<file path="config.mk">
export PLATFORM = sky130hd
export DESIGN_NAME = display_frame_capture
export DESIGN_NICKNAME = d
export VERILOG_FILES = /design/src/rtl/display_frame_capture.sv
export SDC_FILE = /design/constraint.sdc
export NUM_CORES = 1
export LEC_CHECK = 0
export BUFFER_PORTS_ARGS = -buffer_cell sky130_fd_sc_hd__buf_4
export CORE_ASPECT_RATIO = 0.6
export CORE_MARGIN = 5
export CORE_UTILIZATION = 35
export CTS_CLUSTER_SIZE = 8
export DETAILED_ROUTE_END_ITERATION = 8
export GPL_TIMING_DRIVEN = 0
export SYNTH_ARGS = -nofsm -noshare
export SYNTH_HDL_FRONTEND = slang
export SYNTH_SLANG_ARGS = --single-unit
</file>
<file path="constraint.sdc">
create_clock -name CLOCK -period 36.8 [get_ports CLOCK]
set_input_delay 7.36 -clock CLOCK [delete_from_list [all_inputs] [get_ports CLOCK]]
set_output_delay 7.36 -clock CLOCK [all_outputs]
set_load 0.01 [all_outputs]
</file>
<file path="src/rtl/display_frame_capture.sv">
// Capture side of the 74HC595-style LED-matrix stream: rebuilds the shift chain,
// latches rows into an 8-row frame buffer, and flags malformed latches.
// Optional statistics counters are built only when CAPTURE_STATS_EN is defined.
//
// state    | meaning
// S_IDLE   | no bits shifted since the last latch
// S_SHIFT  | bits are accumulating in the shift chain
// S_COMMIT | one cycle: validate the latched row and write it to the frame buffer
module display_frame_capture #(
  parameter int CHAIN_BITS  = 24,
  parameter int SYNC_STAGES = 2
) (
  input  logic                  CLOCK,
  input  logic                  reset,
  input  logic                  SH_CP,
  input  logic                  ST_CP,
  input  logic                  DS,
  input  logic                  OE,
  input  logic [7:0]            KATOT,
  input  logic [2:0]            rd_row,
  output logic [CHAIN_BITS-1:0] rd_data,
  output logic [CHAIN_BITS-1:0] row_data,
  output logic [2:0]            row_idx,
  output logic                  row_valid,
  output logic                  frame_valid,
  output logic                  len_err,
  output logic                  katot_err,
  output logic [15:0]           frame_count,
  output logic [7:0]            err_count
);

  typedef enum logic [1:0] {S_IDLE, S_SHIFT, S_COMMIT} state_t;

  localparam logic [5:0] CHAIN_CNT = 6'(CHAIN_BITS);

  // All five stream inputs share one synchronizer so their alignment is kept.
  logic [SYNC_STAGES-1:0][11:0] sync_q, sync_d;
  logic [11:0]                  in_s;
  logic [1:0]                   hist_q, hist_d;
  logic                         sh_rise, st_rise, ds_s, oe_s;
  logic [7:0]                   katot_s;

  state_t                       state_q, state_d;
  logic [CHAIN_BITS-1:0]        shift_q, shift_d;
  logic [CHAIN_BITS-1:0]        storage_q, storage_d;
  logic [5:0]                   bit_cnt_q, bit_cnt_d;
  logic                         cap_oe_q, cap_oe_d;
  logic [7:0]                   cap_katot_q, cap_katot_d;
  logic [5:0]                   cap_cnt_q, cap_cnt_d;
  logic [7:0]                   rows_seen_q, rows_seen_d;
  logic [7:0][CHAIN_BITS-1:0]   frame_q, frame_d;
  logic [CHAIN_BITS-1:0]        rd_data_q, rd_data_d;
  logic [CHAIN_BITS-1:0]        row_data_q, row_data_d;
  logic [2:0]                   row_idx_q, row_idx_d;
  logic                         row_valid_q, row_valid_d;
  logic                         frame_valid_q, frame_valid_d;
  logic                         len_err_q, len_err_d;
  logic                         katot_err_q, katot_err_d;

  logic [3:0]                   zero_cnt;
  logic [2:0]                   row_w;
  logic                         katot_ok;
  logic [7:0]                   mask_set;

  always_comb begin
    sync_d[0] = {KATOT, OE, DS, ST_CP, SH_CP};
    for (int i = 1; i < SYNC_STAGES; i++) begin
      sync_d[i] = sync_q[i-1];
    end
  end

  assign in_s    = sync_q[SYNC_STAGES-1];
  assign hist_d  = in_s[1:0];
  assign sh_rise = in_s[0] & ~hist_q[0];
  assign st_rise = in_s[1] & ~hist_q[1];
  assign ds_s    = in_s[2];
  assign oe_s    = in_s[3];
  assign katot_s = in_s[11:4];

  always_comb begin
    zero_cnt = '0;
    row_w    = '0;
    for (int i = 0; i < 8; i++) begin
      if (!cap_katot_q[i]) begin
        zero_cnt = zero_cnt + 4'd1;
        row_w    = 3'(i);
      end
    end
  end

  assign katot_ok = (zero_cnt == 4'd1);
  assign mask_set = rows_seen_q | (8'b1 << row_w);

  always_comb begin
    state_d       = state_q;
    shift_d       = shift_q;
    storage_d     = storage_q;
    bit_cnt_d     = bit_cnt_q;
    cap_oe_d      = cap_oe_q;
    cap_katot_d   = cap_katot_q;
    cap_cnt_d     = cap_cnt_q;
    rows_seen_d   = rows_seen_q;
    frame_d       = frame_q;
    row_data_d    = row_data_q;
    row_idx_d     = row_idx_q;
    row_valid_d   = 1'b0;
    frame_valid_d = 1'b0;
    len_err_d     = 1'b0;
    katot_err_d   = 1'b0;
    rd_data_d     = frame_q[rd_row];

    if (sh_rise) begin
      shift_d   = {shift_q[CHAIN_BITS-2:0], ds_s};
      bit_cnt_d = (bit_cnt_q == 6'd63) ? 6'd63 : bit_cnt_q + 6'd1;
    end

    // The latch sees the pre-shift chain, like a real 595 on coincident edges.
    if (st_rise) begin
      storage_d   = shift_q;
      cap_oe_d    = oe_s;
      cap_katot_d = katot_s;
      cap_cnt_d   = bit_cnt_q;
      bit_cnt_d   = sh_rise ? 6'd1 : 6'd0;
    end

    case (state_q)
      S_IDLE: begin
        if (sh_rise) state_d = S_SHIFT;
      end
      S_SHIFT: begin
        state_d = S_SHIFT;
      end
      S_COMMIT: begin
        state_d = (bit_cnt_d != 6'd0) ? S_SHIFT : S_IDLE;
        if (!cap_oe_q) begin
          if (!katot_ok) begin
            katot_err_d = 1'b1;
          end else begin
            frame_d[row_w] = storage_q;
            row_data_d     = storage_q;
            row_idx_d      = row_w;
            row_valid_d    = 1'b1;
            len_err_d      = (cap_cnt_q != CHAIN_CNT);
            if (mask_set == 8'hFF) begin
              frame_valid_d = 1'b1;
              rows_seen_d   = 8'h00;
            end else begin
              rows_seen_d   = mask_set;
            end
          end
        end
      end
      default: state_d = S_IDLE;
    endcase

    if (st_rise) state_d = S_COMMIT;
  end

  always_ff @(posedge CLOCK or posedge reset) begin
    if (reset) begin
      sync_q        <= '0;
      hist_q        <= '0;
      state_q       <= S_IDLE;
      shift_q       <= '0;
      storage_q     <= '0;
      bit_cnt_q     <= '0;
      cap_oe_q      <= 1'b0;
      cap_katot_q   <= '0;
      cap_cnt_q     <= '0;
      rows_seen_q   <= '0;
      frame_q       <= '0;
      rd_data_q     <= '0;
      row_data_q    <= '0;
      row_idx_q     <= '0;
      row_valid_q   <= 1'b0;
      frame_valid_q <= 1'b0;
      len_err_q     <= 1'b0;
      katot_err_q   <= 1'b0;
    end else begin
      sync_q        <= sync_d;
      hist_q        <= hist_d;
      state_q       <= state_d;
      shift_q       <= shift_d;
      storage_q     <= storage_d;
      bit_cnt_q     <= bit_cnt_d;
      cap_oe_q      <= cap_oe_d;
      cap_katot_q   <= cap_katot_d;
      cap_cnt_q     <= cap_cnt_d;
      rows_seen_q   <= rows_seen_d;
      frame_q       <= frame_d;
      rd_data_q     <= rd_data_d;
      row_data_q    <= row_data_d;
      row_idx_q     <= row_idx_d;
      row_valid_q   <= row_valid_d;
      frame_valid_q <= frame_valid_d;
      len_err_q     <= len_err_d;
      katot_err_q   <= katot_err_d;
    end
  end

  assign rd_data     = rd_data_q;
  assign row_data    = row_data_q;
  assign row_idx     = row_idx_q;
  assign row_valid   = row_valid_q;
  assign frame_valid = frame_valid_q;
  assign len_err     = len_err_q;
  assign katot_err   = katot_err_q;

`ifdef CAPTURE_STATS_EN
  logic [15:0] frame_count_q, frame_count_d;
  logic [7:0]  err_count_q, err_count_d;

  // Both error flags in one cycle count as a single event.
  always_comb begin
    frame_count_d = frame_valid_d ? frame_count_q + 16'd1 : frame_count_q;
    err_count_d   = err_count_q;
    if ((len_err_d || katot_err_d) && (err_count_q != 8'hFF)) begin
      err_count_d = err_count_q + 8'd1;
    end
  end

  always_ff @(posedge CLOCK or posedge reset) begin
    if (reset) begin
      frame_count_q <= '0;
      err_count_q   <= '0;
    end else begin
      frame_count_q <= frame_count_d;
      err_count_q   <= err_count_d;
    end
  end

  assign frame_count = frame_count_q;
  assign err_count   = err_count_q;
`else
  assign frame_count = 16'h0000;
  assign err_count   = 8'h00;
`endif

endmodule
</file>
**Yosys cells after proc, flatten, opt, wreduce, memory -nomap -nowiden**

Index checks and enable logic that the tools add are counted.

- Flip-flop bits (word level): 352
- Latch bits: 0
- RAM bits: 0
- Memory bits (read-only): 0
- Input port bits: 17
- Output and inout port bits: 79
- Word-level logic and storage cells: 97
- Memories: 0

- Add/subtract/negate cells: 8
- $mul: 0
- Div/mod/pow operators: 0
- Magnitude comparators: 3
- Equality and inequality tests: 7
- Shifts and indexed selects: 1
- Mux-type cells: 42
- Bitwise logic cells: 6
- Reduce and logical (&&, ||, !) cells: 4

Operator list:

| kind | number |
|---|---|
| $bwmux 192 | 1 |
| $bmux 24 s3 | 1 |
| $demux 24 s3 | 1 |
| $mux 24 | 2 |
| $add 4x1->4 const B | 7 |
| $mux 4 | 7 |
| $mux 3 | 6 |
| $mux 6 | 3 |
| $mux 1 | 17 |
| $eq 8x8->1 const B | 1 |
| $lt 3x4->1 const B | 2 |
| $mux 8 | 1 |
| $or 8x8->8 | 1 |
| $shl 1x3->8 const A | 1 |
| $add 6x1->6 const B | 1 |
| $eq 6x6->1 const B | 1 |
| $ne 6x5->1 const B | 1 |
| $pmux 2 s3 | 1 |
| $reduce_bool 6->1 | 1 |
| $eq 4x1->1 const B | 1 |
| $mux 2 | 2 |
| $ge 3x1->1 const B | 1 |
| $ne 3x3->1 const B | 1 |
| $not 1->1 | 3 |
| 6 further kinds | 7 |

**Depth between registers and ports, before layout**

Gate-level depths: netlist of run 1.

- Depth after elaboration: 19
- Gate-level depth with buffers: 27
- Gate-level depth less buffers: 26

**Worst setup path after synthesis of run 1**

OpenSTA, ideal clock, no wires.

- Path type: input port to flip-flop
- Start point: in rd_row[0]
- End point: reg rd_data_q[10], in the netlist rd_data[10]
- Setup time: 125 ps
- Arrival time: 9293 ps
- Data required time: 36675 ps
- Slack: 27383 ps
- Cell stages on the path: 5
- Path buffers: 3
- Path through: buf_1 > clkbuf_1 > clkbuf_1 > mux4_2 > mux2_2

- Longest elaborated chain between the ends: 2

RTL lines:

| element | line | text |
|---|---|---|
| start, declared | 20 | `input logic [2:0] rd_row,` |
| $bmux 24 s3 | 110 | `rd_data_d = frame_q[rd_row];` |
| $mux 24 (implied by the code) | 110 |  |
| named net rd_data_d[10] | 52 | `logic [CHAIN_BITS-1:0] rd_data_q, rd_data_d;` |
| end signal, assigned | 191 | `rd_data_q <= rd_data_d;` |
| end, declared | 52 |  |

The timed path passes the listed nets, and every way through them passes these cells. The select of a mux whose other input is x is not followed.
A chain may end at the register's enable or synchronous reset.

**Worst setup path in the final report of run 1**

- Start point: in rd_row[0]
- End point: reg rd_data_q[4], in the netlist rd_data[4]

The elaborated chain is that of the path after synthesis.

==> impl_metrics.csv, run 1 <==
group,metric,value,unit
status,status,"completed",
yosys,ys_types,54,
yosys,synth_top_area_share,58.7,%
critical_path,crit_top_cell,"clkbuf_1",
final_layout,final_util,42.0,%
critical_path,cp_top_family,"buffers and inverters",
final_layout,n_antenna_cell,0,
clocking,cts_tree,"yes",
critical_path,end_kind,"register",
floorplan,start_util,35.6,%
clocking,numCtsBuffers,49,
floorplan,num_io_pins,96,
clocking,clkTransAtPathRegs,50,ps
routing,ant_nets,0,
routing,first_pass_iters,5,
critical_path,crit_arrival,10230,ps
routing,drt_iter0_drc,531,
yosys,yosysTopAreaCell,"dfrtp_1",
yosys,ys_seq_area_share,58.7,%
yosys,synth.avg_cell_area,13.6,sq um
clocking,cts_root_buf,"clkbuf_16",
global_route,grt_max_degree,127,
timing,layout_setup_ws,26990,ps
critical_path,cpMaxStageDelayCell,"clkbuf_1",
floorplan,dieWidth,277,microns
pwr,powerDensity,54.8,nW/um^2
routing,vias,8822,
clocking,clock-sinks,352,
routing,wl,33200,microns
global_route,grt_pass1_vias,9179,
pwr,p_leak,8.82,nW
yosys,synth_cells,1104,
final_layout,areaGrowthSynthToFinish,18.0,%
timing,min_period,9810,ps
clocking,ctsResizeCount,0,
critical_path,crit_chain,"buf_1 -> clkbuf_1 -> clkbuf_1 -> mux4_2 -> mux2_2",
yosys,synth_edf_count,0,
floorplan,die_y,170,microns
timing,hold_slack,342,ps
timing,post-route-period-util,26.6,%
critical_path,criticalPathCategory,"primary input to register",
yosys,yosysMostFrequentCell,"dfrtp_1",
critical_path,cp.required,37230,ps
yosys,synthArstFlopShare,100,%
pwr,peakVddDrop,0.0293,mV
routing,drc,0,
place,dpl_worst_slack,26380,ps
pwr,finalPower,969,uW
yosys,synth_commonest_cells,"dfrtp_1 (352), mux2_2 (240), nand2_1 (197)",
floorplan,rows,58,
final_layout,layout-drive-gt1-share,37.1,%
critical_path,worstPathMaxFanout,10,
timing,finClkSkew,17.1,ps
place,place_hpwl,22000,microns
clocking,clock_latency,550,ps
floorplan,core,42200,sq um
timing,hold_viol,0,
critical_path,cp_num_buf_inv,3,
hold_path,holdCritPathClass,"register to register",
place,gp_congestion,0.868,
yosys,synthTopCellsByArea,"dfrtp_1 (59%), mux2_2 (18%), mux4_2 (7.2%), nand2_1 (4.9%), buf_4 (1.3%)",
timing,relSlewSlack,29.8,%
critical_path,slowest_delay,820,ps
yosys,synth-warning-count,0,
clocking,cts_setup_buffers,0,
timing,maxSlewViolCount,0,
global_route,grt_usage,14.3,%
run,drv_cap,0,
place,portBuffers,69,
critical_path,start_kind,"primary input",
final_layout,layout.nets,1275,
yosys,synth_area,15000,sq um
global_route,grt-ovfl-total,0,
timing,max_freq,102,MHz
clocking,cts_buffer_depth,3,
routing,wl_per_cell,18.2,microns
global_route,antenna_found_initial,0,
timing,setup-violations-final,0,
timing,max_slew.worst_pin.slew,1050,ps
floorplan,fp.dieArea,47300,sq um
routing,avgViaCountPerCell,4.84,
timing,grt_setup_unrepaired,"false",
global_route,grt_first_pass_wirelength,54000,microns
yosys,synthFlopType,"dfrtp_1",
clocking,postCtsHoldBufs,0,
timing,fin_setup_tns,0,ps
yosys,ys_seq_elements,352,
clocking,htreeDepth,2,
## sequential cells by signal, indices dropped and copies added, names as in the netlist, 8 cells and up
signal	count
cap_katot_q	8
frame_q	192
in_s	12
rd_data	24
row_data	24
rows_seen_q	8
shift_q	24
storage_q	24
sync_d	12
## where the power goes
| group | total (mW) | internal, mW | switching [mW] |
|---|---|---|---|
| combinational | 0.148 | 0.0649 | 0.0832 |
| sequential | 0.428 | 0.414 | 0.0144 |
| clock | 0.393 | 0.237 | 0.156 |
## stage by stage
stage / std cells / cell area [sq um]
after CTS: 1821 / 17700
after floorplan: 1127 / 15100
after global routing: 1821 / 17700
after detailed placement: 1769 / 16400
final: 1821 / 17700
after global placement: 1766 / 16300
## logic make-up (layout without fill, tap and decap cells)
kind of cell | count (synthesis) | in the layout | synth area share, %
AOI/OAI and AO/OA | 57 | 57 | 2.36
xor gates and xnor gates | 16 | 16 | 1.34
adders and majority gates | 8 | 8 | 0.667
buffers and inverters | 121 | 245 | 4.02
DFF | 352 | 352 | 58.7
muxes | 290 | 290 | 25.3
other | 1 | 24 | 0.0250
and+or+nand+nor | 259 | 259 | 7.56
## placed cells by master (no fill, tap or decap), types with 2 or more instances in the layout
cell type  count
mux2_2       240
buf_4         95
a31oi_1        9
nor2_1        16
buf_6          5
mux4_2        48
nand2_1      197
buf_16         3
nand4_1        3
nand3b_1       3
nand2b_1       6
nor4_4         2
conb_1        24
xor3_2         2
xnor2_1        9
clkbuf_1      31
nor2b_1        6
and3_1         2
or3_1          2
clkbuf_16     50
nor3_1         2
a21oi_1       21
and2_1         2
nand3_1        8
ha_1           8
nor4_1         2
o21ai_0       10
buf_2         11
dfrtp_1      352
o21a_1         5
xor2_1         3
a2111o_1       2
inv_1         13
buf_1         34
## final cells by class
class,instances,area [sq um]
Clock buffer,50,1250
Tap cell,570,713
Clock inverter,2,36.3
Buffer,107,551
Inverter,14,60.1
Multi-Input combinational cell,654,5690
Sequential cell,352,8810
Fill cell,3856,24500
Timing Repair Buffer,72,601
## per-layer routing
layer	wire length, microns	GRT usage, %	up-vias
met5	0	0	-
met2	14500	20.9	170
met4	664	3.50	0
li1	-	-	4050
met1	16500	21.9	4550
met3	1500	3.09	52
## worst paths after layout
kind                                     end  slack [ps]           start  cells past startpoint
worst max register to register  frame_q[185]       30900  cap_katot_q[1]                     25
worst min-delay path                 in_s[6]         340      sync_d[18]                      0
worst max-delay path              rd_data[4]       26990       rd_row[0]                      5
worst min register to register       in_s[6]         340      sync_d[18]                      0
min in group asynchronous       row_data[18]        6900           reset                      3
max in group asynchronous         shift_q[0]       28260           reset                      5
Power figures use the tool's default switching activity.
==> run 2, diff against run 1 <==
--- a/config.mk
+++ b/config.mk
@@ -5,6 +5,7 @@
 export SDC_FILE = /design/constraint.sdc
 export NUM_CORES = 1
 export LEC_CHECK = 0
+export ABC_AREA = 1
 export BUFFER_PORTS_ARGS = -buffer_cell sky130_fd_sc_hd__buf_4
 export CORE_ASPECT_RATIO = 0.6
 export CORE_MARGIN = 5
==> constraint.sdc (replaced) <==
create_clock -name CLOCK -period 8.9 [get_ports CLOCK]
set_input_delay 1.78 -clock CLOCK [delete_from_list [all_inputs] [get_ports CLOCK]]
set_output_delay 1.78 -clock CLOCK [all_outputs]
set_load 0.01 [all_outputs]
==> run 2 against run 1 <==
Power grew to 4.7 times the previous value. Worst setup slack got worse by 23000 ps. Clock power rose to 4.2 times the previous value. Clock-buffer cell count is the same. First-iteration DRC count grew to 3.1 times the previous value. Design area increased by 8.7%. Combinational power rose to 7.9 times the previous value. Non-clock buffer count grew 87. Sequential share of layout area down 4.0 points. Clock skew is 5.8 ps higher. Critical path depth rose by 22. Largest cell class unchanged. Largest power group unchanged.
==> impl_metrics.csv, run 2 <==
group,metric,value,unit
status,status,"completed",
critical_path,criticalPathCategory,"register to register",
hold_path,holdCritPathClass,"register to register",
routing,ant_nets,0,
clocking,clkTransAtPathRegs,50,ps
routing,first_pass_iters,5,
final_layout,final_util,41.5,%
clocking,cts_buffer_depth,3,
run,drv_cap,0,
clocking,ctsResizeCount,0,
final_layout,layout_common_cells,"nand2_1 (586), dfrtp_1 (352), nor2_1 (199)",
critical_path,cp_num_buf_inv,5,
routing,wl,53700,microns
global_route,grt_busiest_layer,"met1",
place,dpl_worst_slack,4020,ps
place,portBuffers,70,
floorplan,start_util,35.4,%
clocking,cts_root_buf,"clkbuf_16",
final_layout,n_antenna_cell,0,
global_route,met2_usage,27.6,%
global_route,grt_use_met1,31.0,%
yosys,yosysMostFrequentCell,"nand2_1",
yosys,ys_seq_elements,352,
global_route,grt_pass1_vias,13900,
critical_path,critPathLaunch,"cap_katot_q[1]",
yosys,ys_types,38,
clocking,htreeDepth,2,
timing,min_period,4920,ps
global_route,grt-ovfl-total,0,
pwr,combPwrFrac,25.5,%
critical_path,end_kind,"register",
timing,hold_viol,0,
timing,layout_setup_ws,3980,ps
global_route,grt_first_pass_wirelength,83300,microns
critical_path,crit_arrival,5350,ps
final_layout,layout.nets,2103,
timing,fin_setup_tns,0,ps
critical_path,start_kind,"register",
pwr,peakVddDrop,0.136,mV
routing,vias,14300,
global_route,grt_usage,21.1,%
clocking,postCtsHoldBufs,0,
floorplan,core,46300,sq um
yosys,synth_area,16400,sq um
floorplan,dieWidth,289,microns
clocking,clock-sinks,352,
final_layout,final_cells,2708,
critical_path,r2r_cells,27,
yosys,ys_seq_area_share,53.7,%
timing,grt_setup_unrepaired,"false",
timing,finClkSkew,22.9,ps
critical_path,cp.required,9330,ps
yosys,synth.avg_cell_area,8.51,sq um
timing,post-route-period-util,55.3,%
final_layout,n_fill_cell,4580,
final_layout,multi_input_area,6240,sq um
critical_path,cpMaxStageDelayCell,"dfrtp_1",
critical_path,worstPathMaxFanout,10,
yosys,synth-warning-count,0,
final_layout,layout-drive-gt1-share,11.6,%
hold_path,hp-start,"sync_d[20]",
yosys,synth_commonest_cells,"nand2_1 (586), dfrtp_1 (352), nor2_1 (199)",
timing,relSlewSlack,27.3,%
critical_path,slowest_delay,360,ps
clocking,cts_tree,"yes",
place,place_hpwl,38400,microns
final_layout,top_register,"frame_q",
global_route,grt_max_degree,43,
yosys,yosysTopAreaCell,"dfrtp_1",
final_layout,areaGrowthSynthToFinish,17.4,%
pwr,powerDensity,238,nW/um^2
place,post_dp_cell_area,18000,sq um
routing,avgViaCountPerCell,5.26,
clocking,cts_setup_buffers,0,
place,dp.cells,2657,
final_layout,regArea,8810,sq um
pwr,swShare,33.4,%
timing,max_freq,203,MHz
yosys,synthArstFlopShare,100,%
critical_path,crit_top_cell,"nand2_1",
final_layout,stdcell_area,19200,sq um
global_route,antenna_found_initial,1,
yosys,synth_top_area_share,53.7,%
floorplan,num_io_pins,96,
final_layout,final_common_cell,"nand2_1",
yosys,synthFlopType,"dfrtp_1",
pwr,p_int,3.05,mW
routing,drc,0,
critical_path,cp_top_family,"simple AND/OR/NAND/NOR gates",
pwr,p_leak,9.76,nW
global_route,grtUsageMet3,9.82,%
yosys,synth_edf_count,0,
routing,drt_iter0_drc,1644,
timing,max_slew.worst_pin.slew,1090,ps
critical_path,r2r-start,"cap_katot_q[1]",
floorplan,die_y,178,microns
hold_path,hold_depth,0,
routing,wl_per_cell,19.8,microns
place,gp_congestion,0.924,
clocking,numCtsBuffers,49,
critical_path,path_depth,27,
yosys,synth_cells,1925,
final_layout,largest_reg_flops,192,
clocking,clock_latency,570,ps
timing,maxSlewViolCount,0,
timing,setup-violations-final,0,
pwr,p_seq_share,38.5,%
pwr,switchingPower,1.53,mW
floorplan,fp.dieArea,51400,sq um
floorplan,rows,61,
pwr,pwr-share-clk,36.0,%
yosys,synthTopCellsByArea,"dfrtp_1 (54%), nand2_1 (13%), nand4_1 (7.4%), o21ai_0 (5.0%), nor2_1 (4.6%)",
-- run 2: cell types whose count changed in the layout (fill, tap and decap cells not counted), moves of 15 or more --
cell      before  now
mux2_2       240    0
o22ai_1        1   24
a31oi_1        9   24
buf_6          5   41
nand2_1      197  586
nand3_1        8   50
inv_1         13   74
mux4_2        48    0
clkbuf_1      31  111
nand4_1        3  195
o21ai_0       10  164
buf_1         34    5
nor2_1        16  199
-- run 2: final cells by class --
| type | instances | area share [%] |
|---|---|---|
| clock inverter | 1 | 0.0845 |
| multi-input combinational | 1327 | 32.5 |
| sequential | 352 | 45.8 |
| clock buffer | 50 | 6.50 |
| timing repair buffer | 79 | 3.67 |
| inverter | 82 | 1.62 |
| tap | 630 | 4.10 |
| buffer | 187 | 5.79 |
-- run 2: kinds of logic after synthesis --
logic type | after synthesis | synth area share (%)
AND/OR/NAND/NOR | 1068 | 29.5
other | 1 | 0.0229
buffers and inverters | 269 | 8.68
flip-flops | 352 | 53.7
AO/OA/AOI/OAI | 226 | 7.36
XOR/XNOR | 1 | 0.0534
adder cells (fa/ha/maj) | 8 | 0.611
-- run 2: power by group through the flow --
stage,logic (mW),clock network [mW],registers (mW)
after detailed placement,1.15,0,1.79
after global routing,1.27,1.76,1.78
final,1.17,1.65,1.77
after floorplan,0.751,0,1.79
after global placement,1.12,0,1.79
after CTS,1.15,1.69,1.76
-- run 2: worst paths after layout --
check                      slack (ps)           to
setup / recovery                 3980  frame_q[89]
hold / removal                    350      in_s[8]
setup reg to reg                 3980  frame_q[89]
hold reg to reg                   350      in_s[8]
max in group asynchronous        6130  frame_q[89]
min in group asynchronous        1350   sync_d[16]
-- run 2: per-layer routing --
metal / vias up / share of wire [%]
li1: 6623 / -
met1: 6901 / 46
met2: 630 / 38
met3: 99 / 13
met4: 2 / 2.3
met5: - / 0.022
-- run 2: per-stage QoR --
stage	power [mW]	hold WS (ps)
after floorplan	2.54	331
after detailed placement	2.94	337
final	4.58	345
after CTS	4.61	346
after global placement	2.91	336
after global routing	4.81	354
==> run 3, diff against run 2 <==
==> constraint.sdc (replaced) <==
create_clock -name CLOCK -period 4.6 [get_ports CLOCK]
set_input_delay 0.92 -clock CLOCK [delete_from_list [all_inputs] [get_ports CLOCK]]
set_output_delay 0.92 -clock CLOCK [all_outputs]
set_load 0.01 [all_outputs]
==> run 3 against run 2 <==
Sequential share of layout area fell by 0.76 points. Register-to-register slack got worse by 3800 ps. Power is 100% higher. Clock skew rose by 3.0 ps. Critical path type unchanged. First-iteration DRC count decreased by 3.5%. Design area up 1.7%. Die area unchanged. Clock power is 94% higher. Critical endpoint is now row_data[14]. Maximum frequency is 12% higher.
==> impl_metrics.csv, run 3 (same netlist as run 2, synthesis figures left out) <==
group,metric,value,unit
critical_path,r2r-start,"cap_katot_q[0]",
timing,setup-violations-final,0,
routing,wl,54200,microns
clocking,cts_root_buf,"clkbuf_16",
critical_path,worstPathMaxFanout,10,
critical_path,crit_arrival,4840,ps
critical_path,rr_endpoint,"row_data[14]",
pwr,powerDensity,469,nW/um^2
timing,max_slew.worst_pin.slew,1080,ps
routing,drc,0,
clocking,clkTransAtPathRegs,50,ps
final_layout,areaGrowthSynthToFinish,19.4,%
final_layout,largest_reg_flops,192,
clocking,clock_latency,570,ps
global_route,antenna_found_initial,1,
timing,finClkSkew,25.9,ps
pwr,peakVddDrop,0.264,mV
final_layout,n_antenna_cell,0,
critical_path,start_kind,"register",
final_layout,layout-drive-gt1-share,13.1,%
critical_path,cp.required,5040,ps
place,post_dp_cell_area,18000,sq um
global_route,grt-ovfl-total,0,
clocking,htreeDepth,2,
floorplan,rows,61,
global_route,grt_max_degree,43,
timing,layout_setup_ws,200,ps
critical_path,rrSetupSlack,200,ps
routing,wl_per_cell,19.9,microns
critical_path,criticalPathCategory,"register to register",
final_layout,regArea,8810,sq um
timing,relSlewSlack,27.7,%
clocking,clock-sinks,352,
routing,vias,14400,
timing,post-route-period-util,95.7,%
timing,maxSlewViolCount,0,
final_layout,final_common_cell,"nand2_1",
routing,first_pass_iters,6,
final_layout,top_register,"frame_q",
floorplan,num_io_pins,96,
critical_path,cpMaxStageDelayCell,"dfrtp_1",
critical_path,r2r_cells,29,
floorplan,core,46300,sq um
timing,hold_viol,0,
critical_path,critPathLaunch,"cap_katot_q[0]",
floorplan,dieWidth,289,microns
place,dpl_worst_slack,-276,ps
critical_path,end_kind,"register",
clocking,cts_buffer_depth,3,
pwr,p_leak,9.88,nW
clocking,postCtsHoldBufs,0,
run,drv_cap,0,
timing,max_freq,227,MHz
final_layout,multi_input_area,6330,sq um
global_route,grt_pass1_vias,14000,
clocking,cts_tree,"yes",
critical_path,crit_top_cell,"nand2_2",
routing,ant_nets,0,
timing,hold_slack,345,ps
routing,drt_iter0_drc,1587,
global_route,grt_first_pass_wirelength,83800,microns
floorplan,fp.dieArea,51400,sq um
critical_path,crit_end,"row_data[14]",
final_layout,stdcell_area,19600,sq um
place,gp_congestion,0.924,
floorplan,start_util,35.4,%
routing,avgViaCountPerCell,5.27,
final_layout,layout_common_cells,"nand2_1 (579), dfrtp_1 (352), nor2_1 (199)",
timing,min_period,4400,ps
final_layout,n_fill_cell,4555,
critical_path,slowest_delay,380,ps
clocking,numCtsBuffers,49,
pwr,finalPower,9.17,mW
global_route,grt_usage,21.2,%
floorplan,die_y,178,microns
final_layout,final_util,42.2,%
place,place_hpwl,38400,microns
final_layout,layout.nets,2117,
status,status,"completed",
hold_path,holdCritPathClass,"register to register",
place,portBuffers,70,
run 3: changes by cell type in the layout (fill, tap and decap cells not counted), moves of 4 or more:
cell | previous run | this run
buf_12 | 9 | 15
ha_4 | 0 | 4
nand2_1 | 586 | 579
inv_1 | 74 | 69
nand2_2 | 7 | 14
ha_1 | 8 | 4
buf_4 | 97 | 103
inv_2 | 7 | 12
run 3: layout make-up:
type	count	share of cell area, %
clock buffer	50	6.40
clock inverter	1	0.0831
buffer	187	5.88
multi-input combinational	1327	32.4
inverter	82	1.59
tap	630	4.03
sequential	352	45.0
timing repair buffer	93	4.62
run 3: power breakdown:
group / switching, mW / internal [mW] / total, mW
registers: 0.109 / 3.31 / 3.42
logic: 1.64 / 0.920 / 2.56
clock network: 1.31 / 1.89 / 3.20
total: 3.05 / 6.12 / 9.17
run 3: worst min path at each step:
stage | startpoint | end | slack, ps | depth (start not counted)
after floorplan | sync_d[12] | in_s[0] | 330 | 0
after global placement | sync_d[12] | in_s[0] | 340 | 0
after detailed placement | sync_d[23] | in_s[11] | 340 | 0
after CTS | sync_d[15] | in_s[3] | 350 | 0
after global routing | sync_d[23] | in_s[11] | 350 | 0
final | sync_d[18] | in_s[6] | 340 | 0
run 3: per-layer routing:
layer,up-vias,share of wire [%],track usage (%),routed length (microns)
li1,6654,-,-,-
met1,6924,46,31.2,24800
met2,657,38,27.8,20800
met3,114,13,9.85,7230
met4,2,2.5,5.68,1340
met5,-,0.013,0,7
run 3: worst max-delay path: cells and delay by family, from the launching register on:
family	cells	cell delay, ps
and+or+nand+nor	14	1520
DFF	1	380
AOI/OAI and AO/OA	2	220
adders and majority gates	6	1470
buffers and inverters	7	710
run 3: repair_timing:
item,in CTS,in global routing
setup endpoints to repair,231,231
gates resized for setup,18,12
pin swaps,6,5
hold endpoints to repair,0,0
setup buffers,9,3
cloned,1,1
run 3: metrics by stage:
step	std cells	setup TNS, ps
detailed placement	2657	-48630
CTS	2718	0
global route	2722	-1.19
floorplan	1948	-364100
finish	2722	0
global placement	2648	-1095310
